--- src/rtl/uart_pkg.sv ---
// Shared UART types and defaults: arbiter state encoding and parameter defaults.
package uart_pkg;

  typedef enum logic [1:0] {
    IDLE = 2'd0,
    SEND = 2'd1,
    GAP  = 2'd2
  } uart_arb_state_t;

  localparam int UART_ARB_NREQ      = 4;
  localparam int UART_ARB_TO_CYCLES = 4096;

endpackage

--- src/rtl/uart_rr_pick.sv ---
// Combinational round-robin picker: first set request searching upward from ptr+1, wrapping.
module uart_rr_pick #(
  parameter int NREQ = 4
) (
  input  logic [NREQ-1:0]         req_i,
  input  logic [$clog2(NREQ)-1:0] ptr_i,
  output logic [$clog2(NREQ)-1:0] pick_o,
  output logic                    any_o
);

  localparam int IW = $clog2(NREQ);

  logic [IW-1:0] idx_s;

  // Walk offsets from farthest to nearest so the nearest set bit after ptr wins.
  always_comb begin
    pick_o = '0;
    any_o  = 1'b0;
    idx_s  = '0;
    for (int s = NREQ; s >= 1; s--) begin
      idx_s = IW'((int'(ptr_i) + s) % NREQ);
      if (req_i[idx_s]) begin
        pick_o = idx_s;
        any_o  = 1'b1;
      end else begin
        any_o  = any_o;
      end
    end
  end

endmodule

--- src/rtl/uart_tx_arbiter.sv ---
// Round-robin scheduler sharing one uart_tx between NREQ byte requesters, with a frame watchdog.
module uart_tx_arbiter
  import uart_pkg::*;
#(
  parameter int NREQ      = UART_ARB_NREQ,
  parameter int TO_CYCLES = UART_ARB_TO_CYCLES
) (
  input  logic                    Clk,
  input  logic                    Rst_n,
  input  logic [NREQ-1:0]         Req,
  input  logic [8*NREQ-1:0]       ReqData,
  output logic [NREQ-1:0]         Gnt,
  output logic [NREQ-1:0]         Done,
  output logic                    Timeout,
  output logic                    Busy,
  output logic [$clog2(NREQ)-1:0] OwnerId,
  output logic                    TxEn,
  output logic [7:0]              TxData,
  input  logic                    TxDone
);

  localparam int IW = $clog2(NREQ);
  localparam int CW = $clog2(TO_CYCLES);

  uart_arb_state_t state_q, state_d;
  logic [IW-1:0]   ptr_q, ptr_d;
  logic [CW-1:0]   cnt_q, cnt_d;
  logic [NREQ-1:0] gnt_q, gnt_d;
  logic [NREQ-1:0] done_q, done_d;
  logic            timeout_q, timeout_d;
  logic            busy_q, busy_d;
  logic [IW-1:0]   owner_q, owner_d;
  logic            txen_q, txen_d;
  logic [7:0]      txdata_q, txdata_d;

  logic [IW-1:0]   pick_s;
  logic            any_s;

  uart_rr_pick #(.NREQ(NREQ)) u_pick (
    .req_i  (Req),
    .ptr_i  (ptr_q),
    .pick_o (pick_s),
    .any_o  (any_s)
  );

  // Next-state and registered-output decode for the IDLE/SEND/GAP sequence.
  always_comb begin
    state_d   = state_q;
    ptr_d     = ptr_q;
    cnt_d     = cnt_q;
    gnt_d     = '0;
    done_d    = '0;
    timeout_d = 1'b0;
    owner_d   = owner_q;
    txen_d    = txen_q;
    txdata_d  = txdata_q;
    case (state_q)
      IDLE: begin
        if (any_s) begin
          gnt_d    = NREQ'(1) << pick_s;
          txdata_d = ReqData[{pick_s, 3'b000} +: 8];
          owner_d  = pick_s;
          ptr_d    = pick_s;
          txen_d   = 1'b1;
          cnt_d    = '0;
          state_d  = SEND;
        end else begin
          state_d  = IDLE;
        end
      end
      SEND: begin
        // TxDone takes priority over a watchdog expiry on the same edge.
        if (TxDone) begin
          txen_d  = 1'b0;
          done_d  = NREQ'(1) << owner_q;
          state_d = GAP;
        end else if (cnt_q == CW'(TO_CYCLES - 1)) begin
          txen_d    = 1'b0;
          timeout_d = 1'b1;
          state_d   = GAP;
        end else begin
          cnt_d = cnt_q + CW'(1);
        end
      end
      GAP: begin
        txen_d  = 1'b0;
        state_d = IDLE;
      end
      default: begin
        txen_d  = 1'b0;
        state_d = IDLE;
      end
    endcase
    busy_d = (state_d != IDLE);
  end

  // State and output registers; reset parks ptr on the last requester so index 0 wins first.
  always_ff @(posedge Clk or negedge Rst_n) begin
    if (!Rst_n) begin
      state_q   <= IDLE;
      ptr_q     <= IW'(NREQ - 1);
      cnt_q     <= '0;
      gnt_q     <= '0;
      done_q    <= '0;
      timeout_q <= 1'b0;
      busy_q    <= 1'b0;
      owner_q   <= '0;
      txen_q    <= 1'b0;
      txdata_q  <= 8'h00;
    end else begin
      state_q   <= state_d;
      ptr_q     <= ptr_d;
      cnt_q     <= cnt_d;
      gnt_q     <= gnt_d;
      done_q    <= done_d;
      timeout_q <= timeout_d;
      busy_q    <= busy_d;
      owner_q   <= owner_d;
      txen_q    <= txen_d;
      txdata_q  <= txdata_d;
    end
  end

  assign Gnt     = gnt_q;
  assign Done    = done_q;
  assign Timeout = timeout_q;
  assign Busy    = busy_q;
  assign OwnerId = owner_q;
  assign TxEn    = txen_q;
  assign TxData  = txdata_q;

endmodule
--- config.mk ---
export PLATFORM = sky130hd
export DESIGN_NAME = uart_tx_arbiter
export DESIGN_NICKNAME = d
export VERILOG_FILES = /design/src/rtl/uart_pkg.sv /design/src/rtl/uart_rr_pick.sv /design/src/rtl/uart_tx_arbiter.sv
export SDC_FILE = /design/constraint.sdc
export NUM_CORES = 1
export LEC_CHECK = 0
export CORE_MARGIN = 4
export CORE_UTILIZATION = 40
export DETAILED_ROUTE_END_ITERATION = 8
export GPL_TIMING_DRIVEN = 0
export PLACE_DENSITY = 0.69
export SLEW_MARGIN = 5
export SYNTH_ARGS = -nofsm -noshare
export SYNTH_HDL_FRONTEND = slang
export SYNTH_SLANG_ARGS = --single-unit
--- constraint.sdc ---
create_clock -name Clk -period 4.26 [get_ports Clk]
set_input_delay 0.852 -clock Clk [delete_from_list [all_inputs] [get_ports Clk]]
set_output_delay 0.852 -clock Clk [all_outputs]
set_load 0.01 [all_outputs]
Yosys cells after proc, flatten, opt, wreduce, memory -nomap -nowiden
Cells that the tools add are included.

word-level totals
  bits in registers = 37
  bits in latches = 0
  memory bits (writable) = 0
  bits in read-only memories = 0
  bits of input ports = 39
  output and inout port bits = 21
  logic and storage cells = 69
  memories = 0

operators by class
  $add $sub $neg = 5
  multipliers = 0
  div/mod/pow operators = 0
  magnitude comparators = 4
  eq/ne operators = 6
  shift operators = 3
  mux-type cells = 35
  bitwise operators = 0
  reduce and logical (&&, ||, !) cells = 6

operator list
  kind                   count
  $mux 12                3
  $shiftx 32x6->8        1
  $pmux 12 s2            1
  $mux 4                 4
  $mux 1                 15
  $add 12x1->12 const B  1
  $eq 12x12->1 const B   1
  $lt 2x3->1 const B     4
  $mux 2                 6
  $bmux 1 s2             4
  $shl 1x2->4 const A    2
  $ne 2x2->1 const B     3
  $add 2x1->2 const B    2
  $add 2x2->2 const B    2
  $pmux 2 s2             1
  $reduce_and 2->1       2
  $reduce_and 4->1       1
  $reduce_bool 2->1      2
  $ne 3x3->1 const B     1
  $eq 2x1->1 const B     1
  $logic_not 2->1        1
  $pmux 1 s2             1

Logic depth before layout (Yosys ltp)
Gate-level depths: netlist of run 1.

  word-level depth = 10
  gate-level depth with buffers = 6
  gate-level depth less buffers = 6

Hierarchy
From an unflattened synthesis of run 1, not the netlist that was laid out.

second synthesis, totals
  cell total of the unflattened synthesis = 183
  area, all modules = 1,898.1 µm²

modules (own cells, without submodules)
  module           instances  cells an instance  area each (µm²)
  uart_tx_arbiter  1          169                1,806.7
  uart_rr_pick     1          14                 91.3

Least setup slack after synthesis of run 1
Ideal clock, no wire load.

  path type = input -> register
  start = input port TxDone
  end = register cnt_q[9]
  library setup time = 78 ps
  data arrival time = 1,950 ps
  data required time = 4,182 ps
  path slack = 2,232 ps
  cell stages on the path = 5
  buffers on the path = 1
  path through = or3b_1 buf_6 nor2_4 or3b_1 a21oi_1

between the ends
  cells in the longest elaborated chain, start to end = 2

RTL lines
  item                        RTL line                RTL
  start: declaration          uart_tx_arbiter.sv:19   input logic TxDone
  $ne 2x2->1 (no line)        --
  $reduce_and 4->1 (no line)  --
  end signal: assignment      uart_tx_arbiter.sv:113  cnt_q <= cnt_d;
  end: declaration            uart_tx_arbiter.sv:27   logic [CW-1:0] cnt_q, cnt_d;

Every way passes these cells.
A chain may end at the register's enable or synchronous reset.

Worst setup path after layout of run 1
  start = input port Req[0]
  end = register txdata_q[4], in the netlist TxData[4]

between the ends
  cells in the longest elaborated chain, start to end = 7
  elaborated cells between the ends (all ways) = 18

RTL lines
  item                                                        RTL line                RTL
  start: declaration                                          uart_tx_arbiter.sv:10   input logic [NREQ-1:0] Req,
  $bmux 1 s2                                                  uart_rr_pick.sv:22      if (req_i[idx_s]) begin
  $mux 1 (not written as such)                                uart_rr_pick.sv:22
  $mux 2 / $mux 1 (equally long branches) (4 in series)       uart_rr_pick.sv:22
  $shiftx 32x6->8 / $reduce_and 2->1 (equally long branches)  --
  end signal: assignment                                      uart_tx_arbiter.sv:120  txdata_q <= txdata_d;
  end: declaration                                            uart_tx_arbiter.sv:34   logic [7:0] txdata_q, txdata_d;

Several ways; a longest one is shown, not always the timed one. The select of a mux whose other input is x is not followed.

==> results.toml, run 1 <==
[yosys]
synth_edf_count = 0
ys_seq_area_share_pct = 50.96
synth_compound_area_share_pct = 9.341
synth-xor-area-share_pct = 2.404
synth_top_family_by_area = "simple AND/OR/NAND/NOR gates"
yosys_most_used_dff = "dfrtp_1"
syn_area_sq_um = 1822
synthMuxAreaShare_pct = 10.44
synth_fa_ha_area_share_pct = 0.6868
synth_cell_types = 38
synth_seq_cells = 37
syn_inst = 174
ys_warn_count = 0
synthSimpleGateAreaFrac_pct = 23.49
syn_nets = 214
synthArstFlopShare_pct = 100.0
synth_area_per_cell_sq_um = 10.47

[floorplanning]
die_h_um = 75.49
initial_core_util_pct = 41.55
dieWidth_um = 75.49
die_area_sq_um = 5698
num_rows = 24
core_sq_um = 4384
num_io_pins = 60

[timing]
setup_viol = 0
clock.fmax_mhz = 376.0
holdWs_ps = 491.2
clock_skew_ps = 8.507
layout_min_cycle_time_ps = 2660
max_slew.worst_pin.slew_ps = 830.5
finalCritPeriodShare_pct = 62.44
rsz0062_at_grt = "false"
fin_tns_setup_ps = 0
finalWorstSetupSlack_ps = 1600
slew_headroom_pct = 44.63
maxSlewViolCount = 0
final-hold-violation-count = 0

[power]
p_int_uw = 874.2
netSwitchingFraction_pct = 36.26
power_density_nw_per_um2 = 535.2
ir_drop_mv = 0.2409
power.share.combinational_pct = 43.3
p_clk_share_pct = 18.1
p_leak_uw = 0.001149
switchingPower_uw = 497.3
pwr-share-seq_pct = 38.5

[clock_tree]
cts_sinks = 37
cts_tree = "yes"
postCtsSetupRepairBufs = 0
clk_path_buf_depth = 2
cts.repair.resized = 0
htree_levels = 2
cts-root-buf = "clkbuf_8"
cts_hold_buf = 0
clock_latency_ps = 290
clk_pin_slew_ps = 70
cts_inserted_buffers = 5

[finish]
layout_commonest_cell = "clkdlybuf4s50_1"
fin_nets = 280
design_area_sq_um = 2562
diodes = 0
drive_above_1_share_pct = 9.959
final_cell_mix = "clkdlybuf4s50_1, dfrtp_1, nand2_1, mux2i_1, nor2_1"
area_growth_pct = 40.66

[global_routing]
grt.overflow.total = 0
grt_pass1_wl_um = 6844
gr-usage-met2_pct = 23.87
grt_usage_pct = 15.80
top_usage_layer = "met2"
grt.met3_usage_pct = 3.562
grt_pass1_vias = 1436
grt_use_met1_pct = 22.69
grt_max_degree = 38
antenna_found_initial = 0

[detailed_routing]
wl_per_cell_um = 14.68
vias = 1518
routed_via_density = 5.181
drc = 0
first_iter_violations = 98
ant_nets = 0
dr.pass1.iters = 4
totalWireLength_um = 4302

[critical_path]
worst_ep_arrival_time_ps = 2800
critPathLaunchType = "input pin"
crit_required_ps = 4400
max_stage_delay_ps = 580
worst_path_max_delay_cell = "nor4_1"
worstPathCellList = "clkdlybuf4s50_1 -> nor4_1 -> nor3_1 -> nand2_1 -> clkbuf_1 -> o221ai_1"
critical_path_class = "input pin to register"
cp_max_fo = 10
cp-end-kind = "register"

[outcome]
status = "finished, final reports clean"

[place]
pre_cts_slack_ps = 1233
post-dp-hpwl_um = 3219
placed_area_sq_um = 2472
port_buffers = 59
gp_congestion = 0.8343

[worst_hold_path]
min_path_type = "register to register"

[run]
cap_violations = 0
final cells by class:
| type | count | area, sq um |
|---|---|---|
| Timing Repair Buffer | 59 | 585.6 |
| Inverter | 2 | 7.507 |
| Multi-Input combinational cell | 128 | 844.6 |
| Fill cell | 382 | 1822 |
| Tap cell | 52 | 65.06 |
| Clock buffer | 5 | 68.82 |
| Sequential cell | 37 | 928.4 |
| Buffer | 7 | 41.29 |
| Clock inverter | 3 | 21.27 |
through the flow:
step                util [%]  std cells  power [uW]
floorplan                  -        174       863.3
global placement       56.51        285        1131
detailed placement     56.39        285        1141
CTS                    58.45        293        1393
global route           58.45        293        1474
finish                 58.45        293        1371
worst max-delay path, delay by kind of cell:
family,cells,cell delay [ps]
buffers and inverters,2,860
AO/OA/AOI/OAI,1,220
AND/OR/NAND/NOR,3,860
path summary, 6_finish.rpt:
kind,start,end,slack [ps],depth (start not counted)
worst max-delay path,Req[0],TxData[4],1600,6
min in group asynchronous,Rst_n,cnt_q[4],650,1
worst max register to register,ptr_q[1],TxData[4],2410,6
max in group asynchronous,Rst_n,TxData[3],3070,1
worst min-delay path,TxData[3],TxData[3],490,2
worst min register to register,TxData[3],TxData[3],490,2
logic make-up after synthesis:
| group | count (synthesis) |
|---|---|
| flip-flops | 37 |
| adder cells (fa/ha/maj) | 1 |
| buffers and inverters | 9 |
| AO/OA/AOI/OAI | 23 |
| AND/OR/NAND/NOR | 80 |
| XOR/XNOR | 5 |
| multiplexers | 19 |
cell usage after synthesis (3+ instances only):
master | instances | share of area, %
a21oi_1 | 6 | 1.6
and3_1 | 3 | 1.0
buf_2 | 3 | 0.82
dfrtp_1 | 35 | 48
mux2i_1 | 19 | 10
nand2_1 | 28 | 5.8
nand2b_1 | 4 | 1.4
nand3_1 | 9 | 2.5
nor2_1 | 18 | 3.7
nor4_1 | 4 | 1.4
o221ai_1 | 8 | 3.8
xnor2_1 | 3 | 1.4
power groups by stage:
stage	logic [uW]	registers, uW	clock network [uW]
floorplan	303	560	0
global placement	599	533	0
detailed placement	606	534	0
CTS	607	529	257
global route	657	543	274
finish	594	529	249
registers in the layout (all words and copies together) (netlist names), 2 cells and up:
name / cells
ptr_q: 2
cnt_q: 12
Done: 4
TxData: 8
Gnt: 4
state_q: 2
OwnerId: 2
metal layers:
layer  routed length [um]  part of all wire (%)  up-vias
li1                     -                     -      759
met4                   54                   1.3        0
met2                 2084                    48       45
met5                    0                     0        -
met3                  204                   4.7        5
met1                 1958                    46      709
Power figures use the tool's default switching activity.
==> inputs of run 2 (changes only) <==
--- a/config.mk
+++ b/config.mk
@@ -9,7 +9,7 @@
 export CORE_UTILIZATION = 40
 export DETAILED_ROUTE_END_ITERATION = 8
 export GPL_TIMING_DRIVEN = 0
-export PLACE_DENSITY = 0.69
+export PLACE_DENSITY = 0.72
 export SLEW_MARGIN = 5
 export SYNTH_ARGS = -nofsm -noshare
 export SYNTH_HDL_FRONTEND = slang
==> constraint.sdc (replaced) <==
create_clock -name Clk -period 2.3 [get_ports Clk]
set_input_delay 0.46 -clock Clk [delete_from_list [all_inputs] [get_ports Clk]]
set_output_delay 0.46 -clock Clk [all_outputs]
set_load 0.01 [all_outputs]
==> results.toml, run 2 (synthesis results as in run 1) <==
[outcome]
status = "finished, final reports clean"

[finish]
layout_commonest_cell = "clkdlybuf4s50_1"
diodes = 0
largest_register = "cnt_q"
fin_nets = 280
final_cell_mix = "clkdlybuf4s50_1, dfrtp_1, nand2_1, mux2i_1, nor2_1"
area_growth_pct = 40.59
largest_register_ffs = 12
fin_util_pct = 58.42
design_area_sq_um = 2561
instances_no_fill = 293
drive_above_1_share_pct = 9.959

[power]
ir_drop_mv = 0.6331
power_density_nw_per_um2 = 983.5
p_clk_share_pct = 17.2
switchingPower_uw = 903.8
pwr-share-seq_pct = 38.9
p_int_uw = 1615
p_leak_uw = 0.001149
power.share.combinational_pct = 43.8
netSwitchingFraction_pct = 35.88

[run]
cap_violations = 0

[global_routing]
antenna_found_initial = 0
grt_usage_pct = 15.42
grt_pass1_vias = 1506
grt.overflow.total = 0
grt_max_degree = 38
grt_pass1_wl_um = 6810

[critical_path]
crit_end = "TxData[4]"
worst_ep_arrival_time_ps = 2260
r2r-start = "ptr_q[1]"
r2r_slack_ps = 450
r2r_cells = 6
cp-end-kind = "register"
critical_path_class = "input pin to register"
crit_required_ps = 2440
crit_start = "Req[0]"
cp_max_fo = 10
critPathLaunchType = "input pin"
r2r-end = "TxData[2]"

[clock_tree]
clk_path_buf_depth = 2
cts-root-buf = "clkbuf_8"
postCtsSetupRepairBufs = 0
cts_inserted_buffers = 5
clk_pin_slew_ps = 70
cts_hold_buf = 0
clock_latency_ps = 280
cts_tree = "yes"
htree_levels = 2
cts_sinks = 37

[timing]
setup_viol = 0
finalCritPeriodShare_pct = 92.18
slew_headroom_pct = 44.78
clock.fmax_mhz = 471.7
final-hold-violation-count = 0
rsz0062_at_grt = "false"
clock_skew_ps = 4.524
maxSlewViolCount = 0
holdWs_ps = 268.7
max_slew.worst_pin.slew_ps = 828.3
layout_min_cycle_time_ps = 2120

[place]
placed_area_sq_um = 2472
gp_congestion = 0.7830
port_buffers = 59
post-dp-hpwl_um = 3166
dp.cells = 285

[floorplanning]
initial_core_util_pct = 41.55
num_rows = 24
die_area_sq_um = 5698
dieWidth_um = 75.49
num_io_pins = 60
die_h_um = 75.49
core_sq_um = 4384

[detailed_routing]
wl_per_cell_um = 14.58
first_iter_violations = 58
ant_nets = 0
vias = 1553
routed_via_density = 5.300
drc = 0
totalWireLength_um = 4273
dr.pass1.iters = 4

[worst_hold_path]
min_path_type = "input pin to async pin"
-- run 2: cell count changes in the layout (fill, tap and decap cells not counted) --
cell / change
clkinv_2: +1
inv_6: -1
clkinvlp_4: -1
nor4_2: +1
nor4_1: -1
clkbuf_1: +1
-- run 2: cell type report --
type                            instances  area [sq um]
Buffer                                  7         41.29
Clock buffer                            6         72.57
Clock inverter                          2         10.01
Fill cell                             395          1823
Inverter                                2         7.507
Multi-Input combinational cell        128         850.8
Sequential cell                        37         928.4
Tap cell                               52         65.06
Timing Repair Buffer                   59         585.6
-- run 2: metrics by stage --
stage / total power [uW] / setup slack (ps) / TNS, ps
after global placement: 2090 / -319.6 / -6108
after floorplan: 1599 / 664.4 / 0
after global routing: 2702 / 39.92 / 0
after CTS: 2550 / 153.4 / 0
final: 2519 / 179.9 / 0
after detailed placement: 2110 / -305.0 / -2893
-- run 2: timing repair --
action | in CTS | in global routing
setup endpoints to repair | 6 | 0
gates resized for setup | 1 | 0
hold endpoints to repair | 0 | 0
-- run 2: worst min-delay path by stage --
| stage | to | cells after the start |
|---|---|---|
| detailed placement | TxData[2] | 2 |
| floorplan | Busy | 0 |
| finish | cnt_q[9] | 1 |
| global placement | TxData[2] | 2 |
| CTS | cnt_q[10] | 1 |
| global route | cnt_q[10] | 1 |
-- run 2: worst max-delay path, cell delays in order --
cell and delay, ps:
clkdlybuf4s50_1 470, nor4_2 450, nor3_1 140, nand2_1 110, clkbuf_1 410, o221ai_1 210
-- run 2: metal layers --
| layer | GRT usage (%) | up-vias | part of all wire [%] |
|---|---|---|---|
| met3 | 2.639 | 5 | 4.5 |
| met1 | 20.53 | 751 | 44 |
| met2 | 25.02 | 37 | 50 |
| li1 | - | 760 | - |
| met5 | 0 | - | 0 |
| met4 | 6.019 | 0 | 1.4 |
-- run 2: power groups by stage --
stage	Clock (uW)	Combinational [uW]	Sequential (uW)
2_1_floorplan	0	561	1040
3_3_place_gp	0	1100	986
3_5_place_dp	0	1110	996
4_1_cts	447	1120	982
5_1_grt	476	1220	1010
6_report	434	1100	980
